==> config.mk <==
export PLATFORM = sky130hd
export DESIGN_NAME = freq_meter
export DESIGN_NICKNAME = d
export VERILOG_FILES = /design/src/rtl/freq_meter.sv
export SDC_FILE = /design/constraint.sdc
export NUM_CORES = 1
export LEC_CHECK = 0
export CAP_MARGIN = 10
export CORE_MARGIN = 2
export CORE_UTILIZATION = 40
export CTS_CLUSTER_DIAMETER = 100
export DETAILED_ROUTE_END_ITERATION = 10
export PLACE_DENSITY = 0.61
export SLEW_MARGIN = 20
export SYNTH_ARGS = -nofsm -noshare
export SYNTH_HDL_FRONTEND = slang
export SYNTH_SLANG_ARGS = --single-unit
==> constraint.sdc <==
create_clock -name clk_i -period 5.3 [get_ports clk_i]
set_clock_uncertainty 0.15 [all_clocks]
set_input_delay 1.06 -clock clk_i [delete_from_list [all_inputs] [get_ports clk_i]]
set_output_delay 1.06 -clock clk_i [all_outputs]
set_load 0.005 [all_outputs]
==> src/rtl/freq_meter.sv <==
// freq_meter: counts rising edges of sig_i over a window of GATE_CYCLES clk_i cycles.
// Define FREQ_METER_SYNC_EN to put a 2-flop synchronizer in front of the edge detector.
module freq_meter #(
   parameter int GATE_CYCLES = 50_000_000,
   parameter int CNT_W       = 26
) (
   input  logic             clk_i,
   input  logic             rst_i,
   input  logic             sig_i,
   input  logic             start_i,
   input  logic             cont_i,
   output logic [CNT_W-1:0] freq_o,
   output logic             valid_o,
   output logic             busy_o,
   output logic             ovf_o
);

   localparam int                GATE_W    = $clog2(GATE_CYCLES);
   localparam logic [GATE_W-1:0] GATE_LAST = GATE_W'(GATE_CYCLES - 1);
   localparam logic [CNT_W-1:0]  CNT_MAX   = '1;

   typedef enum logic {
      IDLE,
      COUNT
   } state_t;

   state_t            state_q;
   logic [GATE_W-1:0] gateCnt_q;
   logic [CNT_W-1:0]  edgeCnt_q;
   logic [CNT_W-1:0]  edgeCnt_d;
   logic              ovfRun_q;
   logic [CNT_W-1:0]  freq_q;
   logic              valid_q;
   logic              busy_q;
   logic              ovf_q;
   logic              sigSync_q;
   logic              sigDly_q;
   logic              edgeDet;
   logic              edgeSat;

`ifdef FREQ_METER_SYNC_EN
   logic sigMeta_q;

   always_ff @(posedge clk_i or negedge rst_i) begin
      if (!rst_i) begin
         sigMeta_q <= 1'b0;
         sigSync_q <= 1'b0;
      end else begin
         sigMeta_q <= sig_i;
         sigSync_q <= sigMeta_q;
      end
   end
`else
   always_ff @(posedge clk_i or negedge rst_i) begin
      if (!rst_i) begin
         sigSync_q <= 1'b0;
      end else begin
         sigSync_q <= sig_i;
      end
   end
`endif

   always_ff @(posedge clk_i or negedge rst_i) begin
      if (!rst_i) begin
         sigDly_q <= 1'b0;
      end else begin
         sigDly_q <= sigSync_q;
      end
   end

   assign edgeDet = sigSync_q & ~sigDly_q;

   // Saturating count including this cycle's edge; shared by mid-window and terminal cycles.
   always_comb begin
      edgeSat   = edgeDet && (edgeCnt_q == CNT_MAX);
      edgeCnt_d = edgeCnt_q;
      if (edgeDet && !edgeSat) begin
         edgeCnt_d = edgeCnt_q + CNT_W'(1);
      end
   end

   always_ff @(posedge clk_i or negedge rst_i) begin
      if (!rst_i) begin
         state_q   <= IDLE;
         gateCnt_q <= '0;
         edgeCnt_q <= '0;
         ovfRun_q  <= 1'b0;
         freq_q    <= '0;
         valid_q   <= 1'b0;
         busy_q    <= 1'b0;
         ovf_q     <= 1'b0;
      end else begin
         valid_q <= 1'b0;
         case (state_q)
            IDLE: begin
               gateCnt_q <= '0;
               edgeCnt_q <= '0;
               ovfRun_q  <= 1'b0;
               if (start_i || cont_i) begin
                  state_q <= COUNT;
                  busy_q  <= 1'b1;
               end
            end
            COUNT: begin
               if (gateCnt_q == GATE_LAST) begin
                  // The terminal cycle's edge belongs to the ending window; the next cycle is gate 0.
                  freq_q    <= edgeCnt_d;
                  ovf_q     <= ovfRun_q | edgeSat;
                  valid_q   <= 1'b1;
                  gateCnt_q <= '0;
                  edgeCnt_q <= '0;
                  ovfRun_q  <= 1'b0;
                  if (!cont_i) begin
                     state_q <= IDLE;
                     busy_q  <= 1'b0;
                  end
               end else begin
                  gateCnt_q <= gateCnt_q + GATE_W'(1);
                  edgeCnt_q <= edgeCnt_d;
                  if (edgeSat) begin
                     ovfRun_q <= 1'b1;
                  end
               end
            end
            default: begin
               state_q <= IDLE;
               busy_q  <= 1'b0;
            end
         endcase
      end
   end

   assign freq_o  = freq_q;
   assign valid_o = valid_q;
   assign busy_o  = busy_q;
   assign ovf_o   = ovf_q;

endmodule
# After elaboration in Yosys (flattened, before gate mapping)
# Cells that the tools add are included.
[totals] regBits=85 in_bits=5 output_inout_bits=29 wordCells=46
[op_classes] addsub=2 n_eq_ne=6 muxes=18 bitwise=4 reduce_logical=6
[ops] cell="case mux 26 bit (2 select lines)" count=2
[ops] cell="2-to-1 mux 26 bit" count=3
[ops] cell="adder 26 x 1 -> 26 bit, second input constant" count=2
[ops] cell="equality test 26 bit, second input constant" count=2
[ops] cell="2-to-1 mux 1 bit" count=10
[ops] cell="case mux 1 bit (2 select lines)" count=3
[ops] cell="inequality test 2 bit, second input constant" count=2
[ops] cell="inequality test 3 x 1 -> 1 bit, second input constant" count=1
[ops] cell="AND reduction 3 bit" count=1
[ops] cell="logical AND 1 bit" count=2
[ops] cell="inequality test 2 x 1 -> 1 bit, second input constant" count=1
[ops] cell="inverter 1 bit" count=2
[ops] cell="AND reduction 2 bit" count=1
[ops] cell="bitwise AND 1 bit" count=1
[ops] cell="zero test 1 bit" count=1
[ops] cell="logical OR 1 bit" count=1
[ops] cell="bitwise OR 1 bit" count=1

# Longest topological paths before layout
# Gate-level depths: netlist (run 1).
[logic_depth] word_depth=8 mapped_depth=8 depth_no_buf=6

# Worst setup path after synthesis (run 1)
# No wires, ideal clock.
[synth_path] path_kind="flip-flop to flip-flop" start="reg edgeCnt_q[0]" end="reg freq_q[9] (netlist: freq_o[9])" setup_time_ns=0.125 arrival_ns=1.701 required_time_ns=5.025 setup_slack_ns=3.324 stages_incl_launch_ff=8 path_buffers=1 synth_period_minus_slack_ns=1.976 path_cell_list="dfrtp_1 ha_1 nand3_1 nor4_1 buf_2 a211o_1 xor2_1 o21ai_1"
[synth_between] elab_chain_len=5 word_cells_on_any_way=6 classes_between="add/sub (1); eq/ne (1); mux (1); reduce/logical (3)"
[synth_lines] item="start: declaration" line_no="29" text="logic [CNT_W-1:0] edgeCnt_q;"
[synth_lines] item="start signal: assignment" line_no="119" text="edgeCnt_q <= edgeCnt_d;"
[synth_lines] item="branches (longest 4 deep; another with adder 26 x 1 -> 26 bit)"
[synth_lines] item="2-to-1 mux 26 bit (*)" line_no="77" text="if (edgeDet && !edgeSat) begin"
[synth_lines] item="end signal: assignment" line_no="107" text="freq_q <= edgeCnt_d;"
[synth_lines] item="end: declaration" line_no="32" text="logic [CNT_W-1:0] freq_q;"
# Mark *: on every way between the ends.
# A chain may end at the register's enable or synchronous reset.

# Worst setup path in the final report (run 1)
[layout_path] start="reg freq_q[15] (netlist: freq_o[15])" end="out freq_o[15]"
[layout_lines] item="end: declaration" line_no="12" text="output logic [CNT_W-1:0] freq_o,"
# No word-level cell between the ends.

==> results of run 1 <==
-- worst paths after layout --
path	endpoint	slack [ns]	start	cells after the start
max in group asynchronous	gateCnt_q[11]$_DFF_PN0_	3.85	rst_i	1
max reg2reg	freq_o[9]$_DFFE_PN0P_	2.85	edgeCnt_q[0]$_DFF_PN0_	7
max	freq_o[15]	2.82	freq_o[15]$_DFFE_PN0P_	1
min	sigDly_q$_DFF_PN0_	0.26	sigSync_q$_DFF_PN0_	0
min reg2reg	sigDly_q$_DFF_PN0_	0.26	sigSync_q$_DFF_PN0_	0
min in group asynchronous	freq_o[7]$_DFFE_PN0P_	0.56	rst_i	1
-- synth_stat cells (6+ instances only) --
library cell	count	share of area (%)
or3_1	7	1.1
buf_2	13	1.6
nor4_1	7	1.1
a21oi_1	14	1.8
nor2_1	56	5.3
xnor2_1	24	5.3
o21ai_1	21	2.7
xor2_1	18	4.0
dfrtp_1	85	54
nand2_1	36	3.4
and3_1	8	1.3
o21ai_0	9	1.1
nand3_1	23	2.9
nand4_1	16	2.5
nor3_1	6	0.76
and4_1	7	1.5
-- power breakdown --
group | switching (mW) | internal, mW
Sequential | 0.0629 | 0.695
Clock | 0.234 | 0.259
Combinational | 0.0799 | 0.0663
-- registers in the layout (all words and copies together) (netlist names) --
register / count
busy_o: 1
state_q: 1
sigSync_q: 1
ovfRun_q: 1
freq_o: 26
sigDly_q: 1
gateCnt_q: 26
edgeCnt_q: 26
ovf_o: 1
valid_o: 1
-- cell type report --
type / count / area, sq um
Fill cell: 895 / 5090
Multi-Input combinational cell: 290 / 1720
Inverter: 4 / 16.3
Timing Repair Buffer: 36 / 354
Clock buffer: 9 / 124
Sequential cell: 85 / 2130
Tap cell: 133 / 166
Clock inverter: 5 / 77.6
-- kinds of logic (layout without fill, tap and decap cells) --
group           Yosys count  in the layout  synth area share [%]
simple gates            185            185                  24.4
fa+ha+maj                 2              2                 0.632
buf+inv                  20             54                  2.72
xor+xnor                 42             42                  9.29
mux                       3              3                 0.759
compound gates           58             58                  8.44
flops                    85             85                  53.7
-- stage by stage --
| stage | instance area (sq um) | std cells | hold slack (ns) |
|---|---|---|---|
| 2_1_floorplan | 3960 | 395 | 0.218 |
| 4_1_cts | 4590 | 562 | 0.263 |
| 6_report | 4590 | 562 | 0.258 |
| 3_5_place_dp | 4380 | 548 | 0.243 |
| 5_1_grt | 4590 | 562 | 0.291 |
| 3_3_place_gp | 4380 | 548 | 0.240 |
-- cell usage in the layout (no fill, tap or decap), types with 2 or more instances in the layout --
cell	netlist	routed
dfrtp_1	85	85
clkdlybuf4s50_1	0	32
bufinv_16	0	2
or2_2	2	2
clkbuf_8	0	9
ha_1	2	2
nand3_1	23	23
nor2b_1	2	2
mux2i_1	3	3
nand2b_1	2	2
xor2_1	18	18
and3_1	8	8
nand4_2	2	2
and4_1	7	7
nor2_1	56	56
clkinv_2	1	3
and2_1	4	4
xnor2_1	24	24
nor4_1	7	7
inv_1	3	3
o21ai_0	9	9
buf_4	0	3
nand4_1	16	16
nand2_1	36	36
nor3_1	6	6
a31oi_1	4	4
o21ai_1	21	21
a21oi_1	14	14
a2111oi_1	4	4
or3_1	7	7
-- per-layer routing --
metal / vias up / wire length, um
met5: - / 0
met4: 0 / 187
met3: 15 / 255
met2: 58 / 3650
met1: 1401 / 3790
li1: 1452 / -
==> results.md, run 1 <==
- Initial antenna violation count: 0
- Worst slew pin tran: 0.787 ns
- CP delay by family, top: buffers and inverters
- Die Span Y: 103 um
- GR Layer Usage met2: 25.4%
- Tmin final: 2.48 ns
- Bufs and invs on worst path: 1
- Final hold violation count: 0
- CTS Buffer Depth: 2
- Layout cell share with drive strength beyond 1: around 6.8%
- CP Launch Type: flop
- Skew-Pair Late Insertion Delay: 0.36 ns
- Pins Over Slew Limit: 0
- Number of buffers created by CTS: 9
- Remaining DRCs: 0
- Crit Path Max Fanout: 2
- RSZ-0062 raised after global routing: false
- Clk pin slew, worst setup/hold paths: roughly 0.08 ns
- Sink Count: 85
- DP Wirelength: 5210 um
- Crit path kind: flop to output port
- Syn nets: 402
- Total power draw: 1.40 mW
- Ant diodes: 0
- Setup bufs post-CTS: 0
- Met3 Use GR: 2.76%
- Worst IR Drop VDD: 0.225 mV
- Die Area: between 0.01 and 0.015 sq mm
- Layout Utilization: 47.4%
- Place WS: 2.93 ns
- DR iter-0 viols: 145
- Setup TNS: 0 ns
- Yosys warnings: 0
- Worst path cell trace: clkdlybuf4s50_1
- Max frequency: roughly 400 MHz
- Ys async rst share: 100%
- Global-route wire length before repair: 13300 um
- Rel. slew slack: a little under half
- Worst path max stage delay: 0.52 ns
- H-tree depth: 3
- Sequential share of the synthesized area: 53.7%
- Maxcap violations: 0
- Outcome: completed
- Slowest CP cell: clkdlybuf4s50_1
- Total length of routed wires: between 7000 and 8000 um
- Final setup violation count: 0
- Area delta synth->final: 15.9%
- Cell Pwr Density: around 300 mW/mm^2
- Post-synthesis cell type count: 42
- Cell Rows: 36
- Top_reg_cell synth: dfrtp_1
- DR pass1 iterations: 4
- Die X-Extent: 103 um
- Min setup slack post-route: 2.82 ns
- Synthesis-stage register bit count: 85
- CP Capture Type: output port
- Largest net degree at the start of global routing: between 80 and 90
- Routed Antenna Nets: 0
- Initial Utilization: just over 40%
- Number of synthesized flops with an enable pin: 0
- Layer with the highest usage: met2
- Global route overflow: 0
- Post-layout nets: 433
- Core area: 0.00968 sq mm
- Vias per std cell: 5.21
- Vias in the first global route: 2805
- CTS Hold Bufs: 0
- WL/cell: 14.0 um
- Root Driver: clkbuf_8
- # IOs: 34
- Vias: 2926
- Synthesized area: 0.00396 sq mm
- Worst Path Arrival: 1.27 ns
- Period Utilization, post-route: between 40% and 50%
- Syn avg cell area: around 10 sq um
- CP required: 4.09 ns
- Static leakage: 1.94 nW
- Total track usage: 16.1%
- Final Wtd Congestion: 0.839
- Cts repair resizes: 0
- HP Class: flop to flop
- Post-Syn Instances: 395
- CTS tree: done
- Met1 usage: between 20% and 30%
- Port Buf Inserts: 33
(Power assumes the default switching activity.)
==> run 2, diff against run 1 <==
--- a/config.mk
+++ b/config.mk
@@ -10,7 +10,7 @@
 export CORE_UTILIZATION = 40
 export CTS_CLUSTER_DIAMETER = 100
 export DETAILED_ROUTE_END_ITERATION = 10
-export PLACE_DENSITY = 0.61
+export PLACE_DENSITY = 0.63
 export SLEW_MARGIN = 20
 export SYNTH_ARGS = -nofsm -noshare
 export SYNTH_HDL_FRONTEND = slang
==> constraint.sdc (replaced) <==
create_clock -name clk_i -period 2.1 [get_ports clk_i]
set_clock_uncertainty 0.15 [all_clocks]
set_input_delay 0.42 -clock clk_i [delete_from_list [all_inputs] [get_ports clk_i]]
set_output_delay 0.42 -clock clk_i [all_outputs]
set_load 0.005 [all_outputs]
==> run 2 against run 1 <==
Net effect: routed wire length grew 6.3%; total power increased to 2.6 times the previous value; cell count rose by 5.0%; via count increased by 3.7%; count of clock-buffer cells in the layout is 2 higher; final area is 7.7% higher; register-to-register slack got worse by 2.8 ns; first-iteration DRC count decreased by 19%; clock power is 140% higher; non-clock buffer count is 26 higher.
==> results.md, run 2 (synthesis gave the netlist of run 1 again) <==
- Outcome: completed
- Cell Rows: 36 (unchanged)
- Total track usage: 16.5% (+0.42 points)
- Setup TNS: 0 ns (unchanged)
- Storage cell area: 0.00213 sq mm (+0.18%)
- Worst path cell trace: and4_2, nand4_2, or4_1, mux2i_2, o21ai_1
- Final Wtd Congestion: 0.889 (+6.1%)
- Final hold violation count: 0 (unchanged)
- Max frequency: just under 500 MHz
- Vias: 3034 (+3.7%)
- Die X-Extent: 103 um (unchanged)
- Initial Utilization: 40.9% (unchanged)
- FILL cells: 884 (-1.2%)
- Initial antenna violation count: 0 (unchanged)
- Global route overflow: 0 (unchanged)
- R2R cell count: 5 (-2)
- Vias per std cell: 5.14 (-1.2%)
- Crit Path Max Fanout: 6 (+4)
- Rel. slew slack: 69.9% (+22 points)
- CP required: 2.20 ns (-1.89 ns)
- Die Area: 0.0107 sq mm (unchanged)
- Pins Over Slew Limit: 0 (unchanged)
- WL/cell: 14.2 um (+1.2%)
- Port Buf Inserts: 33 (unchanged)
- Post-layout nets: 459 (+6.0%)
- Hold Crit Depth: 0 (unchanged)
- Final setup violation count: 0 (unchanged)
- Root Driver: clkbuf_8
- Worst slew pin tran: 0.451 ns (-0.336 ns)
- Maxcap violations: 0 (unchanged)
- Largest net degree at the start of global routing: 86 (unchanged)
- Hold Path Sink: sigDly_q$_DFF_PN0_
- Area delta synth->final: 24.9%
- Reg2reg end: freq_o[25]$_DFFE_PN0P_
- Routed Antenna Nets: 0 (unchanged)
- Period Utilization, post-route: 96.0%
- Ant diodes: 0 (unchanged)
- Vias in the first global route: 2919 (+4.1%)
- Global-route wire length before repair: 13700 um (+3.2%)
- Die Span Y: 103 um (unchanged)
- Area of placed instances: 0.00456 sq mm (+4.0%)
- Sink Count: 85 (unchanged)
- CP Capture Type: flop
- Tmin final: 2.02 ns
- H-tree depth: 3 (unchanged)
- Reg2reg start: edgeCnt_q[12]$_DFF_PN0_
- Total length of routed wires: 8380 um (+6.3%)
- Worst path max stage delay: 0.57 ns (+0.05 ns)
- Slowest CP cell: or4_1
- CP Launch Type: flop
- DP Wirelength: 5510 um (+5.8%)
- Crit path kind: flop to flop
- Clk pin slew, worst setup/hold paths: 0.08 ns (about the same)
- # IOs: 34 (unchanged)
- R2r setup slk: 0.08 ns (-2.77 ns)
- Skew-Pair Late Insertion Delay: 0.36 ns (about the same)
- Layout cell share with drive strength beyond 1: 17.1% (+10 points)
- Most frequent cells in the layout: 82 x dfrtp_1, 55 x nor2_1, 35 x nand2_1
- Number of buffers created by CTS: 9 (unchanged)
- Remaining DRCs: 0 (unchanged)
- Cell Pwr Density: 724 mW/mm^2 (+140%)
- Total power draw: 3.58 mW (+160%)
- HP Class: flop to flop
- Worst Path Arrival: 2.12 ns (+0.85 ns)
- Core area: 0.00968 sq mm (unchanged)
- Fin area: 0.00494 sq mm (+7.7%)
- Most common cell after layout, fill and taps aside: dfrtp_1
- Static leakage: 2.10 nW (+8.3%)
- CTS Buffer Depth: 2 (unchanged)
- DR iter-0 viols: 118 (-19%)
- DR pass1 iterations: 5 (+1)
- Area of the multi-input gates: 0.00183 sq mm (+6.4%)
- CTS tree: done
- Worst IR Drop VDD: 0.524 mV (+130%)
- Critical hold path startpoint: sigSync_q$_DFF_PN0_
[run 2: changes by cell type in the layout (fill, tap and decap cells not counted), moves of 3 or more]
| cell | delta |
|---|---|
| buf_4 | +21 |
| a2111oi_1 | -4 |
| nor4_1 | -4 |
| a2111oi_2 | +3 |
| and4_1 | -3 |
| and4_2 | +3 |
| dfrtp_1 | -3 |
| dfrtp_2 | +3 |
| nor4_2 | +3 |
[run 2: power breakdown]
group	switching [mW]	leakage, nW	internal (mW)	total, mW
combinational	0.297	0.850	0.261	0.557
clock	0.584	0.0995	0.584	1.17
sequential	0.101	1.15	1.75	1.86
total	0.981	2.10	2.60	3.58
[run 2: what timing repair did]
item / CTS / global route
gates resized for setup: 0 / 31
endpoints found under the hold margin: 85 / 0
hold buffers: 1 / 0
buffers inserted: 0 / 3
setup endpoints to repair: 0 / 68
[run 2: worst max-delay path: cells and delay by family, from the launching register on]
kind,cells,cell delay (ns)
AOI/OAI and AO/OA,1,0.08
DFF,1,0.42
muxes,1,0.20
and+or+nand+nor,3,1.06
[run 2: area by class of cell]
class / count / share of cell area [%]
Clock buffer: 11 / 2.86
Multi-Input combinational cell: 290 / 37.1
Clock inverter: 5 / 1.21
Tap cell: 133 / 3.37
Timing Repair Buffer: 62 / 12.0
Inverter: 4 / 0.329
Sequential cell: 85 / 43.1
[run 2: worst max path at each step]
stage                                    endpoint  depth (start not counted)  slack (ns)               startpoint
after floorplan             freq_o[9]$_DFFE_PN0P_                          7        0.12   edgeCnt_q[0]$_DFF_PN0_
after global placement     freq_o[21]$_DFFE_PN0P_                          7         0.1   edgeCnt_q[0]$_DFF_PN0_
after detailed placement   freq_o[23]$_DFFE_PN0P_                          7        0.05   edgeCnt_q[0]$_DFF_PN0_
after CTS                  freq_o[23]$_DFFE_PN0P_                          7        0.02   edgeCnt_q[0]$_DFF_PN0_
after global routing      edgeCnt_q[14]$_DFF_PN0_                          6       -0.03   edgeCnt_q[1]$_DFF_PN0_
final                      freq_o[25]$_DFFE_PN0P_                          5        0.08  edgeCnt_q[12]$_DFF_PN0_
[run 2: through the flow]
stage / worst slack [ns] / hold WS (ns) / std cells / utilization, %
after global placement: 0.0967 / 0.230 / 568 / 47.1
after global routing: -0.0304 / 0.281 / 590 / 51.0
final: 0.0841 / 0.267 / 590 / 51.0
after CTS: 0.0178 / 0.261 / 585 / 49.3
after floorplan: 0.124 / -0.0256 / 395 / -
after detailed placement: 0.0466 / 0.240 / 568 / 47.1
[run 2: per-layer routing]
metal / global-route usage (%) / share of wire (%)
met3: 4.03 / 3.4
met4: 6.38 / 1.8
met2: 27.1 / 48
met5: 0 / 0
met1: 21.1 / 47
==> run 3, diff against run 2 <==
--- a/config.mk
+++ b/config.mk
@@ -11,7 +11,7 @@
 export CTS_CLUSTER_DIAMETER = 100
 export DETAILED_ROUTE_END_ITERATION = 10
 export PLACE_DENSITY = 0.63
-export SLEW_MARGIN = 20
+export SLEW_MARGIN = 15
 export SYNTH_ARGS = -nofsm -noshare
 export SYNTH_HDL_FRONTEND = slang
 export SYNTH_SLANG_ARGS = --single-unit
==> results of run 3 <==
Final layout, timing and power as in run 2 (identical DEF).
